`src/rtl/mem_arbiter_pkg.sv`:
```
// mem_arbiter_pkg: FSM states, access size codes, IO marker, data-range macro and beat-count helper
`define MEM_DATA_R 31:0
package mem_arbiter_pkg;
  typedef enum logic [1:0] {IDLE, READ, WRITE, DONE} state_t;
  localparam logic [1:0] SZ_BYTE = 2'b00;
  localparam logic [1:0] SZ_HALF = 2'b01;
  localparam logic [1:0] SZ_WORD = 2'b10;
  localparam logic [1:0] IO_HI = 2'b11;
  function automatic logic [2:0] beats(input logic [1:0] size);
    return size == SZ_BYTE ? 3'd1 : size == SZ_HALF ? 3'd2 : size == SZ_WORD ? 3'd4 : 3'd4;
  endfunction
endpackage

```
`src/rtl/mem_byte_seq.sv`:
```
// mem_byte_seq: beat counter and byte address generator for one access
module mem_byte_seq #(
  parameter int ADDR_W = 32
) (
  input  logic              clk,
  input  logic              rst,
  input  logic              rdy,
  input  logic              start,
  input  logic              run,
  input  logic              stall,
  input  logic [ADDR_W-1:0] base,
  input  logic [2:0]        n,
  output logic [2:0]        idx,
  output logic [ADDR_W-1:0] addr,
  output logic              last,
  output logic              fin
);
  logic [ADDR_W-1:0] base_q;
  logic [2:0] n_q;
  always_ff @(posedge clk)
    if (!rst) begin
      base_q <= '0;
      n_q <= '0;
      idx <= '0;
    end else if (rdy) begin
      base_q <= start ? base : base_q;
      n_q <= start ? n : n_q;
      idx <= start ? 3'd0 : run && !stall ? idx + 3'd1 : idx;
    end
  assign addr = base_q + ADDR_W'(idx);
  assign last = idx == n_q - 3'd1;
  assign fin = idx == n_q;
endmodule

```
`src/rtl/mem_arbiter.sv`:
```
// mem_arbiter: byte-serial icache/LSB memory arbiter; IO write stall on io_buffer_full when MEM_ARB_IO_STALL_EN is defined
module mem_arbiter
  import mem_arbiter_pkg::*;
#(
  parameter int ADDR_W = 32
) (
  input  logic               clk,
  input  logic               rst,
  input  logic               rdy,
  input  logic               fet_ena,
  input  logic [ADDR_W-1:0]  instr_addr,
  output logic               valid_2icache,
  output logic [`MEM_DATA_R] data_2icache,
  input  logic               lsb_ena,
  input  logic               lsb_wr,
  input  logic [1:0]         lsb_size,
  input  logic [ADDR_W-1:0]  lsb_addr,
  input  logic [`MEM_DATA_R] lsb_wdata,
  output logic               valid_2lsb,
  output logic [`MEM_DATA_R] data_2lsb,
  input  logic               rollback_signal,
  input  logic [7:0]         mem_din,
  output logic [7:0]         mem_dout,
  output logic [ADDR_W-1:0]  mem_a,
  output logic               mem_wr,
  input  logic               io_buffer_full
);
  state_t state;
  logic src, take, stall, last, fin;
  logic [`MEM_DATA_R] wdata, asm_q, asm_nx;
  logic [2:0] idx;
  logic [ADDR_W-1:0] addr;
  assign take = state == IDLE && !rollback_signal && (lsb_ena || fet_ena);
  assign asm_nx = asm_q | (32'(mem_din) << {idx - 3'd1, 3'b000});
  mem_byte_seq #(.ADDR_W(ADDR_W)) u_seq (
    .clk(clk),
    .rst(rst),
    .rdy(rdy),
    .start(take),
    .run(state == READ || state == WRITE),
    .stall(stall),
    .base(lsb_ena ? lsb_addr : instr_addr),
    .n(lsb_ena ? beats(lsb_size) : 3'd4),
    .idx(idx),
    .addr(addr),
    .last(last),
    .fin(fin)
  );
`ifdef MEM_ARB_IO_STALL_EN
  logic io_q, io_w;
  always_ff @(posedge clk)
    if (!rst) begin
      io_q <= 1'b0;
      io_w <= 1'b0;
    end else if (rdy) begin
      io_q <= io_buffer_full;
      io_w <= take ? lsb_addr[17:16] == IO_HI : io_w;
    end
  assign stall = state == WRITE && io_w && io_q;
`else
  logic unused_io;
  assign unused_io = io_buffer_full;
  assign stall = 1'b0;
`endif
  always_ff @(posedge clk)
    if (!rst) begin
      state <= IDLE;
      src <= 1'b0;
      wdata <= '0;
      asm_q <= '0;
      valid_2icache <= 1'b0;
      valid_2lsb <= 1'b0;
      data_2icache <= '0;
      data_2lsb <= '0;
    end else if (rdy) begin
      valid_2icache <= 1'b0;
      valid_2lsb <= 1'b0;
      case (state)
        IDLE: if (take) begin
          src <= lsb_ena;
          wdata <= lsb_wdata;
          asm_q <= '0;
          state <= lsb_ena && lsb_wr ? WRITE : READ;
        end
        READ: if (rollback_signal) state <= IDLE;
        else if (idx != 3'd0) begin
          asm_q <= asm_nx;
          if (fin) begin
            state <= DONE;
            valid_2lsb <= src;
            valid_2icache <= !src;
            data_2lsb <= src ? asm_nx : data_2lsb;
            data_2icache <= src ? data_2icache : asm_nx;
          end
        end
        WRITE: if (last && !stall) begin
          state <= DONE;
          valid_2lsb <= 1'b1;
        end
        default: state <= IDLE;
      endcase
    end
  assign mem_a = (state == READ && !fin) || state == WRITE ? addr : '0;
  assign mem_wr = rdy && state == WRITE && !stall;
  assign mem_dout = state == WRITE ? wdata[{idx[1:0], 3'b000} +: 8] : 8'h00;
endmodule

```
`config.mk`:
```
export PLATFORM = sky130hd
export DESIGN_NAME = mem_arbiter
export DESIGN_NICKNAME = d
export VERILOG_FILES = /design/src/rtl/mem_arbiter_pkg.sv /design/src/rtl/mem_byte_seq.sv /design/src/rtl/mem_arbiter.sv
export SDC_FILE = /design/constraint.sdc
export NUM_CORES = 1
export LEC_CHECK = 0
export CORE_MARGIN = 4
export CORE_UTILIZATION = 50
export CTS_BUF_LIST = sky130_fd_sc_hd__clkbuf_8
export DETAILED_ROUTE_END_ITERATION = 7
export GPL_ROUTABILITY_DRIVEN = 0
export PLACE_DENSITY = 0.86
export SETUP_SLACK_MARGIN = 0.5
export SLEW_MARGIN = 30
export SYNTH_ARGS = -nofsm -noshare
export SYNTH_HDL_FRONTEND = slang
export SYNTH_SLANG_ARGS = --single-unit
```
`constraint.sdc`:
```
create_clock -name clk -period 8.43 [get_ports clk]
set_input_delay 1.686 -clock clk [delete_from_list [all_inputs] [get_ports clk]]
set_output_delay 1.686 -clock clk [all_outputs]
set_load 0.01 [all_outputs]
```
==> results of run 1 <==
worst reg2reg max path, stage by stage (launching register included):
cell	delay [ns]
sky130_fd_sc_hd__dfxtp_1	0.34
sky130_fd_sc_hd__buf_4	0.40
sky130_fd_sc_hd__inv_1	0.43
sky130_fd_sc_hd__ha_1	0.37
sky130_fd_sc_hd__xor2_1	0.16
sky130_fd_sc_hd__buf_4	0.22
sky130_fd_sc_hd__nor3_1	0.69
sky130_fd_sc_hd__a41oi_1	0.20
sky130_fd_sc_hd__nor2_1	0.12
flip-flops by register name, summed over array words and instances, names as in the netlist:
register       cells
src                1
data_2lsb         32
data_2icache      32
u_seq.idx          3
valid_2icache      1
state              2
asm_q             32
u_seq.base_q      32
valid_2lsb         1
wdata             32
u_seq.n_q          3
synthesized netlist by cell type (5+ instances only):
library cell               count
sky130_fd_sc_hd__nand2_1     197
sky130_fd_sc_hd__dfxtp_1     171
sky130_fd_sc_hd__mux2i_1     102
sky130_fd_sc_hd__clkbuf_1     48
sky130_fd_sc_hd__nor2_1       42
sky130_fd_sc_hd__a21boi_0     40
sky130_fd_sc_hd__o211a_1      33
sky130_fd_sc_hd__a41oi_1      32
sky130_fd_sc_hd__o21ai_0      31
sky130_fd_sc_hd__buf_2        23
sky130_fd_sc_hd__a21oi_1      21
sky130_fd_sc_hd__a41o_1       16
sky130_fd_sc_hd__nor4b_1      16
sky130_fd_sc_hd__inv_1        14
sky130_fd_sc_hd__nand3_1      14
sky130_fd_sc_hd__o31ai_1      14
sky130_fd_sc_hd__or4_1        14
sky130_fd_sc_hd__ha_1         11
sky130_fd_sc_hd__and2_1       10
sky130_fd_sc_hd__xor2_1        9
sky130_fd_sc_hd__mux4_2        8
sky130_fd_sc_hd__nand4_1       6
sky130_fd_sc_hd__nor2b_1       6
sky130_fd_sc_hd__nor3_1        6
sky130_fd_sc_hd__and4_1        5
sky130_fd_sc_hd__buf_1         5
sky130_fd_sc_hd__or3_1         5
kinds of logic after synthesis:
kind of cell | share of synthesized area [%]
AO/OA/AOI/OAI | 18.8
multiplexers | 14.1
XOR/XNOR | 1.62
flip-flops | 40.3
AND/OR/NAND/NOR | 18.7
buffers and inverters | 4.66
adder cells (fa/ha/maj) | 1.85
per-layer routing:
metal  GRT usage (%)  part of all wire, %
met1            30.1                   42
met2            40.0                   49
met3            6.94                  7.1
met4            5.88                  1.6
met5               0                    0
path summary, 6_finish.rpt:
check / startpoint / end
worst max-delay path: u_seq.idx[1] / mem_a[30]
worst min-delay path: data_2lsb[18] / data_2lsb[18]
worst max register to register: u_seq.idx[0] / asm_q[22]
worst min register to register: data_2lsb[18] / data_2lsb[18]
metrics by stage:
| step | worst slack (ns) | hold slack [ns] | util [%] |
|---|---|---|---|
| 2_1_floorplan | 4.11 | 0.435 | - |
| 4_1_cts | 2.36 | 0.467 | 67.1 |
| 3_3_place_gp | 3.03 | 0.446 | 64.5 |
| 5_1_grt | 2.15 | 0.490 | 67.3 |
| 6_report | 2.40 | 0.463 | 67.3 |
| 3_5_place_dp | 2.92 | 0.453 | 64.5 |
layout make-up:
cell class / count / share of cell area [%]
multi-input combinational: 680 / 42.2
timing repair buffer: 232 / 20.6
tap: 220 / 2.46
clock inverter: 12 / 1.34
inverter: 14 / 0.469
sequential: 171 / 30.5
clock buffer: 20 / 2.46
power by group:
| group | internal [uW] | switching [uW] |
|---|---|---|
| sequential | 832 | 25.0 |
| clock | 296 | 315 |
| combinational | 115 | 140 |
| total | 1240 | 480 |
==> impl_results.rst, run 1 <==
.. list-table::
   :header-rows: 1

   * - Metric
     - Value
   * - Result of the run
     - completed
   * - Detailed Routing Iterations Pass 1
     - 5
   * - Register area
     - 3420 sq um
   * - Initial Utilization
     - 51.1%
   * - Net Count, Synth
     - approximately 1100
   * - Clock tree from TritonCTS
     - done
   * - Most common library cell in the layout ignoring fill and taps
     - sky130_fd_sc_hd__clkdlybuf4s50_1
   * - Placement row count
     - 47
   * - Maximum number of pins on one net before global-route repair
     - 112
   * - Share of the cycle needed by the critical path after routing
     - 71.5%
   * - Wire length of the first global-routing pass
     - approximately 38000 um
   * - Fraction of the yosys area taken by sequential cells
     - 40.3%
   * - Die area
     - approximately 19000 sq um
   * - Crit Path Category
     - reg2out
   * - Unique masters post-synth
     - 55
   * - Maximum root-to-sink buffer count
     - 2
   * - Reg clk slew, reported paths
     - 0.09 ns
   * - Setup repair after global routing missed its margin
     - false
   * - Setup TNS
     - 0 ns
   * - Power per unit of standard cell area
     - around 150 nW/um^2
   * - Quantity of hold-fixing buffers added after cts
     - 0
   * - Delay of the slowest cell on the worst path
     - 0.87 ns
   * - Total chip power
     - 1720 uW
   * - Finished Layout Cells
     - about 1300
   * - Total area of multi-input combinational cells
     - 4720 sq um
   * - Largest area contributor in the netlist
     - sky130_fd_sc_hd__dfxtp_1
   * - FFs w/ async S/R, synth
     - 0%
   * - N_diodes
     - 0
   * - Maximum clock frequency
     - 166 MHz
   * - Post-synth design cell area
     - 8500 sq um
   * - Gr ovfl total
     - 0
   * - Hold crit path type
     - reg2reg
   * - Final instance area
     - 11200 sq um
   * - Primary FF master, synth
     - sky130_fd_sc_hd__dfxtp_1
   * - Maximum level of the CTS H-tree
     - 4
   * - Ordered list of cells on the worst path
     - inv_1 -> fa_1 -> nor2b_1 -> o2111ai_2 -> or4_1 -> a21oi_1 -> clkdlybuf4s50_1
   * - Number of cells after detailed placement
     - 1316
   * - Starting DRT DRC Count
     - about 730
   * - Number of max-slew violations in the final report
     - 0
   * - Placed wire-length estimate after detailed placement
     - 15700 um
   * - Critical Path Slowest Stage Cell
     - sky130_fd_sc_hd__dfxtp_1
   * - CTS Root Buffer Type
     - sky130_fd_sc_hd__clkbuf_8
   * - Cells on worst reg2reg path
     - 8
   * - Number of gates resized after cts
     - 0
   * - Flip-flop and latch count after synthesis
     - 171
   * - Tot GR Track Use
     - between 20% and 30%
   * - CP Data Required Time
     - slightly below 7 ns
   * - Number of buffers created by CTS
     - 17
   * - Clk sinks
     - about 170
   * - Share of the synthesized area in the top cell type
     - 40.3%
   * - Antenna violations before repair
     - 0
   * - DRC Markers
     - 0
   * - Num ports
     - 221
   * - Total via count in the routed design
     - 7768
   * - Number of hold violations in the final report
     - 0
   * - Area Overhead vs Synth
     - 31.8%
   * - Data arrival, critical path
     - 4.34 ns
   * - Largest cells by area after synthesis
     - sky130_fd_sc_hd__dfxtp_1 (40%), sky130_fd_sc_hd__mux2i_1 (12%), sky130_fd_sc_hd__nand2_1 (8.7%)
   * - Share of cells above drive strength 1
     - under 10%
   * - Sort of element at the start of the critical path
     - flop
   * - Std-Cell Core Area
     - 16600 sq um
   * - Most frequent cells in the layout
     - sky130_fd_sc_hd__clkdlybuf4s50_1 (217), sky130_fd_sc_hd__nand2_1 (197), sky130_fd_sc_hd__dfxtp_1 (171)
   * - Number of global-route vias before repair
     - 7333
   * - Clock latency on the worst-skew pair
     - 0.45 ns
   * - Static Leakage
     - 0.00469 uW
   * - Crit path buffers/inverters
     - 2
   * - Type of element capturing the critical path
     - output port
   * - Antenna Violating Nets Remaining
     - 0
   * - Instance area at placement
     - 10700 sq um
   * - Setup skew after layout
     - 0.0177 ns
   * - Worst hold stages
     - 2
   * - Setup Fix Bufs, Post-CTS
     - 0
   * - Synthesized instance count
     - 944
   * - Vias per cell
     - 5.76
   * - Maximum fanout count along the critical path
     - 19
   * - Die width
     - between 100 and 150 um
   * - # setup viols final
     - 0
   * - Max transition margin
     - between 40 and 50%
   * - Measured slew at the worst slew-check pin
     - 0.879 ns
   * - Worst supply voltage drop on vdd
     - between 0.15 and 0.2 mV
   * - Final-layout fill cell count
     - around 1300
   * - Final net count
     - 1242
   * - Category of cells accounting for the largest share of critical-path delay
     - simple AND/OR/NAND/NOR gates
   * - Number of warnings issued by yosys
     - 0
   * - IO Port Bufs
     - 219
   * - Max-cap viol count
     - 0
   * - Number of gates on the worst path with buffers counted
     - 7
   * - Overall die height
     - 138 um
   * - Post-route minimum period
     - 6.03 ns
   * - FF-to-FF setup slack
     - 5.44 ns
   * - Avg Synthesized Cell Area
     - 9.01 sq um
   * - Number of synthesized flops with an enable pin
     - 0
   * - Final Routed Wirelength
     - approximately 23000 um
   * - Drt wl/cell
     - 17.2 um
Note: power is estimated with default switching activity, not from simulation.
==> inputs of run 2 (changes only) <==
--- a/config.mk
+++ b/config.mk
@@ -6,11 +6,11 @@
 export NUM_CORES = 1
 export LEC_CHECK = 0
 export CORE_MARGIN = 4
-export CORE_UTILIZATION = 50
+export CORE_UTILIZATION = 46
 export CTS_BUF_LIST = sky130_fd_sc_hd__clkbuf_8
 export DETAILED_ROUTE_END_ITERATION = 7
 export GPL_ROUTABILITY_DRIVEN = 0
-export PLACE_DENSITY = 0.86
+export PLACE_DENSITY = 0.83
 export SETUP_SLACK_MARGIN = 0.5
 export SLEW_MARGIN = 30
 export SYNTH_ARGS = -nofsm -noshare
==> constraint.sdc (replaced) <==
create_clock -name clk -period 5.15 [get_ports clk]
set_input_delay 1.03 -clock clk [delete_from_list [all_inputs] [get_ports clk]]
set_output_delay 1.03 -clock clk [all_outputs]
set_load 0.01 [all_outputs]
==> run 2 against run 1 <==
Compared with the run above:
- utilization fell by 5.4 points
- first-iteration DRC count shrank 38%
- register-to-register slack lost 3.4 ns
- worst setup slack worse by 1.6 ns
- via count down 1.6%
- power is 60% higher
- combinational power rose by 65%
- count of clock-buffer cells in the layout shrank 2
- worst hold slack got worse by 0.0019 ns
- critical path type unchanged
- critical endpoint is now mem_a[24]
==> impl_results.rst, run 2 (synthesized netlist as in run 1, its figures left out) <==
.. list-table::
   :header-rows: 1

   * - Metric
     - Value
   * - Sort of element at the start of the critical path
     - flop
   * - Final instance area
     - 11200 sq um
   * - Instance area at placement
     - 10800 sq um
   * - Area Overhead vs Synth
     - 31.8%
   * - Worst supply voltage drop on vdd
     - 0.167 mV
   * - Vias per cell
     - 5.62
   * - Capturing point of the worst reg2reg path
     - asm_q[25]
   * - Switch share
     - 28.9%
   * - NetSw
     - 795 uW
   * - Clock tree from TritonCTS
     - done
   * - Crit path buffers/inverters
     - 2
   * - Max transition margin
     - 36.3%
   * - Maximum number of pins on one net before global-route repair
     - 102
   * - Power per unit of standard cell area
     - 246 nW/um^2
   * - Maximum root-to-sink buffer count
     - 2
   * - Result of the run
     - completed
   * - Hold crit path type
     - reg2reg
   * - Gr ovfl total
     - 0
   * - Most common library cell in the layout ignoring fill and taps
     - sky130_fd_sc_hd__clkdlybuf4s50_1
   * - Register area
     - roughly 3400 sq um
   * - CTS Root Buffer Type
     - sky130_fd_sc_hd__clkbuf_8
   * - Share of the core filled with cells in the final layout
     - 62.0%
   * - Total area of multi-input combinational cells
     - between 4000 and 5000 sq um
   * - Data arrival, critical path
     - 3.36 ns
   * - Setup repair after global routing missed its margin
     - false
   * - Worst Hold End
     - data_2lsb[27]
   * - Maximum fanout count along the critical path
     - 19
   * - Die width
     - 144 um
   * - Total via count in the routed design
     - roughly 7600
   * - Share of cells above drive strength 1
     - 6.11%
   * - CP Data Required Time
     - 4.12 ns
   * - Crit Path Category
     - reg2out
   * - Type of element capturing the critical path
     - output port
   * - Starting DRT DRC Count
     - 454
   * - Drt wl/cell
     - between 15 and 20 um
   * - Cells on worst reg2reg path
     - 7
   * - Antenna Violating Nets Remaining
     - 0
   * - Placed wire-length estimate after detailed placement
     - between 15000 and 20000 um
   * - Number of max-slew violations in the final report
     - 0
   * - Detailed Routing Iterations Pass 1
     - 7
   * - Final-layout fill cell count
     - between 1500 and 2000
   * - Max-cap viol count
     - 0
   * - # setup viols final
     - 0
   * - Ordered list of cells on the worst path
     - ha_1 -> inv_1 -> fa_1 -> nor2b_2 -> o2111ai_4 -> or4_1 -> a21oi_1 -> clkdlybuf4s50_1
   * - Most frequent cells in the layout
     - sky130_fd_sc_hd__clkdlybuf4s50_1 (217), sky130_fd_sc_hd__nand2_1 (197), sky130_fd_sc_hd__dfxtp_1 (171)
   * - DRC Markers
     - 0
   * - Tot GR Track Use
     - 21.2%
   * - Num ports
     - 221
   * - Clk sinks
     - 171
   * - Wire length of the first global-routing pass
     - 35600 um
   * - Post-route minimum period
     - approximately 4.4 ns
   * - Measured slew at the worst slew-check pin
     - 0.948 ns
   * - Placement row count
     - between 40 and 50
   * - Delay of the slowest cell on the worst path
     - between 0.5 and 0.6 ns
   * - Std-Cell Core Area
     - 18100 sq um
   * - Reg clk slew, reported paths
     - 0.10 ns
   * - Setup crit start
     - u_seq.idx[0]
   * - Gate power share
     - 15.3%
   * - FF-to-FF setup slack
     - about 2.0 ns
   * - Finished Layout Cells
     - 1360
   * - Setup Fix Bufs, Post-CTS
     - 0
   * - Maximum level of the CTS H-tree
     - 4
   * - Internal power
     - between 1500 and 2000 uW
   * - Number of global-route vias before repair
     - 7061
   * - Initial Utilization
     - 47.0%
   * - Setup TNS
     - 0 ns
   * - Share of total power in the clock network
     - 33.8%
   * - Clock latency on the worst-skew pair
     - 0.47 ns
   * - IO Port Bufs
     - 219
   * - Antenna violations before repair
     - 0
   * - Number of hold violations in the final report
     - 0
   * - Maximum clock frequency
     - 228 MHz
   * - Die area
     - between 20000 and 25000 sq um
   * - Final net count
     - 1244
   * - Portion of total power attributed to sequential cells
     - 50.9%
   * - Worst hold stages
     - 2
   * - Final Routed Wirelength
     - about 23000 um
   * - Static Leakage
     - between 0.004 and 0.005 uW
   * - Number of buffers created by CTS
     - 17
   * - Worst reg2reg path startpoint
     - u_seq.idx[0]
   * - Setup skew after layout
     - 0.0155 ns
   * - Number of cells after detailed placement
     - 1327
   * - Overall die height
     - 144 um
   * - Critical Path Slowest Stage Cell
     - sky130_fd_sc_hd__or4_1
   * - Share of the cycle needed by the critical path after routing
     - between 80% and 90%
   * - Startpoint of the worst hold path
     - data_2lsb[27]
   * - Category of cells accounting for the largest share of critical-path delay
     - simple AND/OR/NAND/NOR gates
## run 2: repair_timing
item | 4_1_cts | 5_1_grt
resized for setup | 1 | 1
gates cloned | 0 | 0
setup endpoints to repair | 2 | 5
hold buffers | 0 | 0
endpoints found under the hold margin | 0 | 0
## run 2: final cells by class
class | instances | share of cell area [%]
inverter | 14 | 0.469
clock inverter | 13 | 1.19
timing repair buffer | 234 | 20.8
multi-input combinational | 680 | 42.3
sequential | 171 | 30.5
antenna | 1 | 0.0223
clock buffer | 18 | 2.21
tap | 229 | 2.56
## run 2: worst max path at each step
stage,end,slack (ns),cells past startpoint
2_1_floorplan,mem_a[20],1.49,7
3_3_place_gp,mem_a[24],1.06,8
3_5_place_dp,mem_a[20],1.02,8
4_1_cts,mem_a[20],0.62,8
5_1_grt,mem_a[24],0.54,8
6_report,mem_a[24],0.76,8
## run 2: power by group through the flow
stage                     Sequential [uW]  Combinational [uW]  Clock [uW]
after floorplan                      1420                 246           0
after global placement               1430                 402           0
after detailed placement             1430                 413           0
after CTS                            1400                 416         958
after global routing                 1410                 455        1000
final                                1400                 421         930
## run 2: tightest hold or removal path: cells and delay by family (launching register included)
kind	cells	cell delay (ns)
simple gates	1	0.05
flops	1	0.32
mux	1	0.05
## run 2: through the flow
| step | power [uW] | setup slack (ns) | hold slack, ns |
|---|---|---|---|
| after floorplan | 1660 | 1.49 | 0.435 |
| after global placement | 1830 | 1.06 | 0.445 |
| after detailed placement | 1840 | 1.02 | 0.453 |
| after CTS | 2770 | 0.624 | 0.464 |
| after global routing | 2870 | 0.535 | 0.489 |
| final | 2750 | 0.756 | 0.461 |
## run 2: routing by layer
metal  track usage (%)  vias up  routed length, um
met4              5.90        0                315
met2              34.1      268              10800
met5                 0        -                  0
li1                  -     3765                  -
met1              27.9     3594              10300
met3              5.95       20               1620
==> inputs of run 3 (changes only) <==
--- a/config.mk
+++ b/config.mk
@@ -8,6 +8,7 @@
 export CORE_MARGIN = 4
 export CORE_UTILIZATION = 46
 export CTS_BUF_LIST = sky130_fd_sc_hd__clkbuf_8
+export CTS_CLUSTER_DIAMETER = 40
 export DETAILED_ROUTE_END_ITERATION = 7
 export GPL_ROUTABILITY_DRIVEN = 0
 export PLACE_DENSITY = 0.83
==> results of run 3 <==
Final layout, timing and power as in run 2 (identical DEF).
